--- src/rtl/aes_spi_responder_if.sv ---
// Core-side handshake of the AES SPI responder: block/key/nk towards the AES core,
// start/done pulses and the 128-bit result back.
interface aes_spi_responder_if;
   logic         core_start;
   logic [127:0] core_data;
   logic [255:0] core_key;
   logic [1:0]   core_nk;
   logic         core_done;
   logic [127:0] core_result;

   modport master (
      output core_start, core_data, core_key, core_nk,
      input  core_done, core_result
   );

   modport slave (
      input  core_start, core_data, core_key, core_nk,
      output core_done, core_result
   );
endinterface

--- src/rtl/aes_spi_responder.sv ---
// AES SPI link slave: shifts in a 128-bit block and 256-bit key, runs the AES core, shifts the result out.
// Optional SPI_LOOPBACK_EN: skip the core and echo the received block on sdo.
module aes_spi_responder #(
   parameter int unsigned GAP_BITS = 4,
   parameter int unsigned KEY_BITS = 256
) (
   input  logic                       clk,
   input  logic                       rst,
   input  logic                       cs,
   input  logic                       sdi,
   output logic                       sdo,
   input  logic [1:0]                 nk_val,
   aes_spi_responder_if.master        core,
   output logic                       busy,
   output logic                       frame_done,
   output logic                       frame_err
);

   typedef enum logic [2:0] {S_IDLE, S_RX_DATA, S_RX_KEY, S_WAIT, S_TX} state_e;

   localparam logic [8:0] DATA_LAST = 9'd127;
   localparam logic [8:0] KEY_LAST  = 9'(KEY_BITS - 1);
   localparam logic [8:0] GAP_LAST  = 9'(GAP_BITS - 1);
   localparam logic [8:0] TX_LAST   = 9'd127;

`ifdef SPI_LOOPBACK_EN
   localparam bit LOOPBACK = 1'b1;
`else
   localparam bit LOOPBACK = 1'b0;
`endif

   state_e       state_q;
   logic [8:0]   cnt_q;
   logic         armed_q, res_valid_q;
   logic         sdo_q, start_q, busy_q, done_q, err_q;
   logic [127:0] data_q, res_q, tx_q;
   logic [255:0] key_q;
   logic [1:0]   nk_q;
   logic [127:0] tx_load_d;
   logic         late_d;

   // A core_done in the last WAIT cycle bypasses res_q so it still lands in the first TX bit.
   always_comb begin
      tx_load_d = '0;
      late_d    = 1'b0;
`ifdef SPI_LOOPBACK_EN
      tx_load_d = data_q;
`else
      if (core.core_done)
         tx_load_d = core.core_result;
      else if (res_valid_q)
         tx_load_d = res_q;
      else
         late_d = 1'b1;
`endif
   end

   always_ff @(posedge clk) begin
      if (rst) begin
         state_q     <= S_IDLE;
         cnt_q       <= '0;
         armed_q     <= 1'b0;
         res_valid_q <= 1'b0;
         sdo_q       <= 1'b0;
         start_q     <= 1'b0;
         busy_q      <= 1'b0;
         done_q      <= 1'b0;
         err_q       <= 1'b0;
         data_q      <= '0;
         key_q       <= '0;
         nk_q        <= '0;
         res_q       <= '0;
         tx_q        <= '0;
      end else begin
         start_q <= 1'b0;
         done_q  <= 1'b0;
         err_q   <= 1'b0;
         if (state_q != S_IDLE && cs) begin
            // Abort also drops any pending result so a late core_done cannot leak into the next frame.
            state_q     <= S_IDLE;
            cnt_q       <= '0;
            armed_q     <= 1'b1;
            res_valid_q <= 1'b0;
            tx_q        <= '0;
            sdo_q       <= 1'b0;
            busy_q      <= 1'b0;
            err_q       <= 1'b1;
         end else begin
            case (state_q)
               S_IDLE: begin
                  sdo_q <= 1'b0;
                  if (cs) begin
                     armed_q <= 1'b1;
                  end else if (armed_q) begin
                     nk_q    <= nk_val;
                     data_q  <= {data_q[126:0], sdi};
                     cnt_q   <= 9'd1;
                     state_q <= S_RX_DATA;
                     busy_q  <= 1'b1;
                     armed_q <= 1'b0;
                  end
               end
               S_RX_DATA: begin
                  data_q <= {data_q[126:0], sdi};
                  if (cnt_q == DATA_LAST) begin
                     cnt_q   <= '0;
                     state_q <= S_RX_KEY;
                  end else begin
                     cnt_q <= cnt_q + 9'd1;
                  end
               end
               S_RX_KEY: begin
                  key_q <= {key_q[254:0], sdi};
                  if (cnt_q == KEY_LAST) begin
                     cnt_q   <= '0;
                     state_q <= S_WAIT;
                     start_q <= ~LOOPBACK;
                  end else begin
                     cnt_q <= cnt_q + 9'd1;
                  end
               end
               S_WAIT: begin
                  sdo_q <= 1'b0;
                  if (core.core_done && !LOOPBACK) begin
                     res_q       <= core.core_result;
                     res_valid_q <= 1'b1;
                  end
                  if (cnt_q == GAP_LAST) begin
                     sdo_q   <= tx_load_d[127];
                     tx_q    <= {tx_load_d[126:0], 1'b0};
                     err_q   <= late_d;
                     cnt_q   <= '0;
                     state_q <= S_TX;
                  end else begin
                     cnt_q <= cnt_q + 9'd1;
                  end
               end
               S_TX: begin
                  if (cnt_q == TX_LAST) begin
                     sdo_q       <= 1'b0;
                     done_q      <= 1'b1;
                     busy_q      <= 1'b0;
                     res_valid_q <= 1'b0;
                     cnt_q       <= '0;
                     state_q     <= S_IDLE;
                  end else begin
                     sdo_q <= tx_q[127];
                     tx_q  <= {tx_q[126:0], 1'b0};
                     cnt_q <= cnt_q + 9'd1;
                  end
               end
               default: begin
                  state_q <= S_IDLE;
                  cnt_q   <= '0;
               end
            endcase
         end
      end
   end

   assign sdo             = sdo_q;
   assign busy            = busy_q;
   assign frame_done      = done_q;
   assign frame_err       = err_q;
   assign core.core_start = start_q;
   assign core.core_data  = data_q;
   assign core.core_key   = key_q;
   assign core.core_nk    = nk_q;

endmodule
--- src/flat_wrapper.sv ---
// flat-port wrapper written by rule: the top's interface ports become plain ports
module aes_spi_responder_flat 
#(
   parameter int unsigned GAP_BITS = 4,
   parameter int unsigned KEY_BITS = 256
)
  (clk, rst, cs, sdi, sdo, nk_val, busy, frame_done, frame_err, core_core_start, core_core_data, core_core_key, core_core_nk, core_core_done, core_core_result);
  aes_spi_responder_if core_i ();
  input  logic clk;
  input  logic rst;
  input  logic cs;
  input  logic sdi;
  output logic sdo;
  input  logic [1:0] nk_val;
  output logic busy;
  output logic frame_done;
  output logic frame_err;
  output wire logic [$bits(core_i.core_start)-1:0] core_core_start;
  output wire logic [$bits(core_i.core_data)-1:0] core_core_data;
  output wire logic [$bits(core_i.core_key)-1:0] core_core_key;
  output wire logic [$bits(core_i.core_nk)-1:0] core_core_nk;
  input wire logic [$bits(core_i.core_done)-1:0] core_core_done;
  input wire logic [$bits(core_i.core_result)-1:0] core_core_result;
  assign core_core_start = core_i.core_start;
  assign core_core_data = core_i.core_data;
  assign core_core_key = core_i.core_key;
  assign core_core_nk = core_i.core_nk;
  assign core_i.core_done = core_core_done;
  assign core_i.core_result = core_core_result;
  aes_spi_responder #(.GAP_BITS(GAP_BITS), .KEY_BITS(KEY_BITS)) u_core (.clk(clk), .rst(rst), .cs(cs), .sdi(sdi), .sdo(sdo), .nk_val(nk_val), .core(core_i), .busy(busy), .frame_done(frame_done), .frame_err(frame_err));
endmodule
--- config.mk ---
export PLATFORM = sky130hd
export DESIGN_NAME = aes_spi_responder_flat
export DESIGN_NICKNAME = d
export VERILOG_FILES = /design/src/rtl/aes_spi_responder_if.sv /design/src/rtl/aes_spi_responder.sv /design/src/flat_wrapper.sv
export SDC_FILE = /design/constraint.sdc
export NUM_CORES = 2
export LEC_CHECK = 0
export ABC_CLOCK_PERIOD_IN_PS = 2100
export BUFFER_PORTS_ARGS = -buffer_cell sky130_fd_sc_hd__buf_2
export CAP_MARGIN = 20
export CORE_MARGIN = 10
export CORE_UTILIZATION = 28
export CTS_CLUSTER_DIAMETER = 120
export CTS_CLUSTER_SIZE = 14
export DETAILED_ROUTE_END_ITERATION = 8
export HOLD_SLACK_MARGIN = 0.15
export PLACE_DENSITY = 0.57
export SLEW_MARGIN = 15
export SYNTH_ARGS = -nofsm -noshare
export SYNTH_HDL_FRONTEND = slang
export SYNTH_SLANG_ARGS = --single-unit
--- constraint.sdc ---
create_clock -name clk -period 2.1 [get_ports clk]
set_input_delay 0.315 -clock clk [delete_from_list [all_inputs] [get_ports clk]]
set_output_delay 0.315 -clock clk [all_outputs]
set_load 0.02 [all_outputs]
Word-level counts from Yosys, hierarchy flattened --
Cells that the tools add are included.
Cells by class: multiplexer cells 40, equality and inequality tests 15, reductions and logical operators 21, add/sub/neg operators 1, bitwise operators 4
Operators with widths (count):
- 2-to-1 mux 128 bit | 6
- case mux 128 bit (2 select lines) | 2
- 2-to-1 mux 9 bit | 5
- case mux 9 bit (4 select lines) | 1
- 2-to-1 mux 3 bit | 6
- 2-to-1 mux 1 bit | 16
- case mux 3 bit (5 select lines) | 1
- AND reduction 4 bit | 3
- inequality test 2 x 1 -> 1 bit (second input constant) | 5
- adder 9 x 1 -> 9 bit (second input constant) | 1
- equality test 9 x 2 -> 1 bit (second input constant) | 1
- equality test 9 x 7 -> 1 bit (second input constant) | 1
- equality test 9 x 8 -> 1 bit (second input constant) | 1
- AND reduction 3 bit | 3
- nonzero test 2 bit | 4
- equality test 3 x 2 -> 1 bit (second input constant) | 2
- inequality test 2 bit (second input constant) | 3
- AND reduction 6 bit | 1
- nonzero test 3 bit | 2
- OR reduction 3 bit | 2
- NOT 1 bit | 4
- case mux 1 bit (2 select lines) | 2
- AND reduction 2 bit | 2
- OR reduction 2 bit | 2
- 5 further kinds | 5
Storage, ports and cells: logic and storage cells 95, register bits 661, input bits 135

Logic depth before layout (Yosys ltp) --
depth in word-level cells 5, mapped depth 10, gate-level depth less buffers 10

Worst setup path after synthesis --
OpenSTA, ideal clock, no wires.
kind register to register, start point register u_core.cnt_q[0], end point register u_core.state_q[0], data arrival time 1921 ps, setup slack 47 ps, required time 1968 ps, stages on the path, launching flop included 11, cell sequence dfxtp_1 > ha_1 > nand3_1 > nor2_1 > nand2_1 > inv_1 > ha_1 > nor2b_1 > a311oi_1 > or4b_1 > a21oi_1
Between the ends: word-level cells in the longest chain between the ends 3, elaborated cells between the ends (all ways) 8, those cells by class eq/ne: 7; reduce/logical: 1
Ends and longest elaborated chain:
- start: declaration | line aes_spi_responder.sv:33 | logic [8:0] cnt_q;
- start signal: assignment | line aes_spi_responder.sv:109 | cnt_q <= cnt_q + 9'd1;
- start signal: assignment | line aes_spi_responder.sv:119 | cnt_q <= cnt_q + 9'd1;
- start signal: assignment | line aes_spi_responder.sv:135 | cnt_q <= cnt_q + 9'd1;
- equality test 9 x 8 -> 1 bit, or another cell as far along | line aes_spi_responder.sv:114 | if (cnt_q == KEY_LAST) begin
- inequality test 2 x 1 -> 1 bit (no line)
- AND reduction 6 bit (no line) (*)
- end signal: assignment | line aes_spi_responder.sv:107 | state_q <= S_RX_KEY;
- end signal: assignment | line aes_spi_responder.sv:116 | state_q <= S_WAIT;
- end signal: assignment | line aes_spi_responder.sv:133 | state_q <= S_TX;
- end: declaration | line aes_spi_responder.sv:32 | state_e state_q;
Mark *: on every way between the ends. The rest lies on a longest branch, timed or not. A chain may end at the register's enable or synchronous reset.

Final worst setup path --
start point register u_core.cnt_q[6], end point register u_core.tx_q[53]
Between the ends: word-level cells in the longest chain between the ends 3, elaborated cells between the ends (all ways) 5, those cells by class eq/ne: 4; reduce/logical: 1
Ends and longest elaborated chain:
- equality test 9 x 7 -> 1 bit or equality test 9 x 2 -> 1 bit (tied branches) | line aes_spi_responder.sv:139, aes_spi_responder.sv:128
- inequality test 2 bit (no line) or inequality test 2 x 1 -> 1 bit (tied branches)
- AND reduction 3 bit (no line) (*)
- end signal: assignment | line aes_spi_responder.sv:130 | tx_q <= {tx_load_d[126:0], 1'b0};
- end signal: assignment | line aes_spi_responder.sv:148 | tx_q <= {tx_q[126:0], 1'b0};
- end: declaration | line aes_spi_responder.sv:36 | logic [127:0] data_q, res_q, tx_q;
Marked as above.

==> key figures <==
Finish
  • Final core occ: 36.5%
  • Commonest non-fill, non-tap cell in the layout: nand2_1
  • Share of layout cells above drive strength 1: 19.3%
  • Design Area, Final: 34100 sq um
  • # diodes: 0
  • Layout area overhead: 29.0%
  • Nets: 4070
  • Commonest cells after routing, fill and taps aside: nand2_1 (1036), a21oi_1 (771), dfxtp_1 (656), buf_2 (523), nor2_1 (137)

Drt
  • Vias per cell: 4.86
  • DRT iter0 DRCs: 1883
  • # DRC: 0
  • First-pass iteration count of the detailed router: 6
  • ANT nets after route: 0
  • Avg WL per Cell: 17.0 um
  • Via Count: 25200
  • Total Wirelength: 88.2 mm

Yosys
  • Multiplexer share of the synthesized area: 0.0757%
  • Sequential share of the synthesized area: 50.0%
  • Xor and xnor area share after synthesis: 0.0662%
  • Syn nets: 3532
  • YS warnings: 0
  • Adder-cell share of the synthesized area: 0.142%
  • Yosys reg bits: 660
  • Largest family of logic cells by synthesized area: simple AND/OR/NAND/NOR gates
  • Post-synth EDFFs: 0
  • Post-Syn Area: 26400 sq um
  • Mean Syn Cell Area: 7.79 sq um
  • Post-synthesis compound-gate area fraction: 20.4%
  • Post-synth top flop: dfxtp_1
  • Post-synthesis cell count: 3394
  • Post-synthesis simple-gate area fraction: 24.3%
  • Netlist cell types: 45
  • Async SR Flop Fraction: 0%

Timing
  • Max Slew Vio Count: 0
  • Final period utilization: 99.5%
  • Final hold vios: 0
  • RSZ-0062 raised after global routing: true
  • Slew @ Worst Pin: 0.705 ns
  • Period minus WS final: 2.09 ns
  • Max Fclk: 478 MHz
  • Setup violators final: 0
  • Worst Skew: 0.0218 ns
  • Headroom to the max-slew limit: 53.0%

CTS
  • Sink Count: 660
  • CTS tree: done
  • CTS root buf: clkbuf_16
  • H-tree depth: 2
  • Clk Latency, worst-skew pair: 0.63 ns
  • Worst-path clk slew: 0.07 ns
  • Num CTS Buffers: 54
  • Maximum buffer depth of the clock tree: 3

Critical path
  • Crit path largest cell delay: 0.49 ns
  • Critical path data required time: 2.66 ns
  • Cell Chain, Critical Path: buf_4, nor4_4, nand3_4, buf_12, clkbuf_16, a221o_1, a21oi_1
  • Crit start category: flop
  • Critical path class: reg2reg
  • Slowest cell on crit path: nor4_4
  • Crit. End Element: flop
  • Critical Path Fanout Max: 14
  • Data arrival time of the worst path: 2.65 ns

Global routing
  • Largest net degree at the start of global routing: 124
  • Global Route Usage Sum: 15.2%
  • Initial antenna violation count: 0
  • First-pass GRT wire length: 135 mm
  • Grt ovf: 0
  • Number of global-route vias before repair: 23400

Floorplanning
  • Io pins: 526
  • Die footprint: 107000 sq um
  • Die X: 327 um
  • Chip height: 327 um
  • Row count: 112
  • Core box area: 93500 sq um
  • Initial core utilization: 28.3%

Place
  • Placed Instance Area: 30800 sq um
  • Routability cong.: 0.791
  • Port Buffer Count: 525
  • Dpl hpwl: 58.8 mm

Pwr
  • PwrDens: 674 nW/um^2
  • Pleak: 13.5 nW
  • Max VDD drop: 565 uV

Min path
  • Hold Path Class: in2reg

Job
  • Max-cap violations: 0

Outcome
  • Status: finished clean
## cell families after synthesis
| family | Yosys count |
|---|---|
| adders and majority gates | 3 |
| buffers and inverters | 324 |
| xor gates and xnor gates | 2 |
| and+or+nand+nor | 1467 |
| muxes | 2 |
| DFF | 660 |
| AOI/OAI and AO/OA | 936 |
## metrics by stage
step	hold slack (ns)	instances	worst slack (ns)	TNS [ns]	power (W)
4_1_cts	0.226	5172	0.0161	0	0.0233
3_5_place_dp	0.444	4976	0.00379	0	0.0138
2_1_floorplan	0.432	3394	0.0466	0	0.0133
5_1_grt	0.283	5193	-0.0724	-3.19	0.0238
6_report	0.289	5193	0.0101	0	0.0230
3_3_place_gp	0.437	4976	-0.000635	-0.000635	0.0138
## cell type report
cell class / count / area, sq um
sequential: 660 / 13200
inverter: 5 / 18.8
clock inverter: 6 / 66.3
clock buffer: 57 / 1360
timing repair buffer: 800 / 5820
fill: 9728 / 59400
multi-input combinational: 2411 / 12000
tap: 1254 / 1570
## path summary, 6_finish.rpt
path | to | cells after the start | start | slack, ns
setup reg to reg | u_core.tx_q[53]$_SDFFE_PP0P_ | 7 | u_core.cnt_q[6]$_SDFFE_PP0P_ | 0.01
hold reg to reg | u_core.res_q[18]$_SDFFE_PP0P_ | 2 | u_core.res_q[18]$_SDFFE_PP0P_ | 0.45
setup / recovery | u_core.tx_q[53]$_SDFFE_PP0P_ | 7 | u_core.cnt_q[6]$_SDFFE_PP0P_ | 0.01
hold / removal | u_core.res_valid_q$_SDFFE_PP0P_ | 4 | core_core_done | 0.29
## synth_stat cells (2+ instances only)
| cell type | n | area share (%) |
|---|---|---|
| nand2_1 | 1036 | 15 |
| a21oi_1 | 782 | 15 |
| dfxtp_1 | 660 | 50 |
| clkbuf_1 | 278 | 3.9 |
| nor2_1 | 138 | 2.0 |
| nand3_1 | 134 | 2.5 |
| and3b_1 | 127 | 4.2 |
| a221o_1 | 126 | 4.8 |
| buf_2 | 17 | 0.32 |
| buf_6 | 14 | 0.60 |
| buf_1 | 10 | 0.14 |
| nor3_1 | 6 | 0.11 |
| o21ai_0 | 6 | 0.11 |
| inv_1 | 5 | 0.071 |
| nor2b_1 | 4 | 0.095 |
| a211oi_1 | 3 | 0.085 |
| a31oi_1 | 3 | 0.071 |
| ha_1 | 3 | 0.14 |
| nand2b_1 | 3 | 0.071 |
| o22ai_1 | 3 | 0.071 |
| or4_1 | 3 | 0.085 |
| a311oi_1 | 2 | 0.066 |
| and3_1 | 2 | 0.047 |
| mux2i_1 | 2 | 0.076 |
| nand3b_1 | 2 | 0.057 |
| nand4_1 | 2 | 0.047 |
| nor3b_1 | 2 | 0.057 |
| o21bai_1 | 2 | 0.057 |
| or3_1 | 2 | 0.047 |
| xnor2_1 | 2 | 0.066 |
## layer usage
layer	up-vias	GRT usage [%]	share of wire [%]
met3	90	5.83	9.3
met5	-	0	0
met2	665	23.7	45
met1	11900	19.5	43
met4	0	3.79	1.9
li1	12500	-	-
## critical path, delay by kind of cell (launching register included)
| family | cells | cell delay (ns) |
|---|---|---|
| simple gates | 2 | 0.68 |
| buf+inv | 3 | 0.55 |
| compound gates | 2 | 0.46 |
| flops | 1 | 0.31 |
## what timing repair did
| action | 4_1_cts | 5_1_grt |
|---|---|---|
| cloned | 0 | 12 |
| hold buffers | 133 | 0 |
| endpoints found under the setup margin | 4 | 120 |
| gates resized for setup | 1 | 34 |
| pin swaps | 0 | 16 |
| hold endpoints to repair | 178 | 0 |
| buffers inserted | 0 | 9 |
## sequential cells by signal, indices dropped and copies added (netlist names), 2 cells and up
| name | flops |
|---|---|
| u_core.core.core_nk | 2 |
| u_core.state_q | 3 |
| u_core.cnt_q | 9 |
| u_core.core.core_key | 256 |
| u_core.core.core_data | 128 |
| u_core.tx_q | 127 |
| u_core.res_q | 128 |
## power breakdown
| group | total (W) | internal (W) | switching [W] |
|---|---|---|---|
| logic | 0.00117 | 0.000476 | 0.000699 |
| registers | 0.0125 | 0.0125 | 0.00000755 |
| clock network | 0.00929 | 0.00460 | 0.00469 |
| total | 0.0230 | 0.0176 | 0.00540 |
Power figures use the tool's default switching activity.
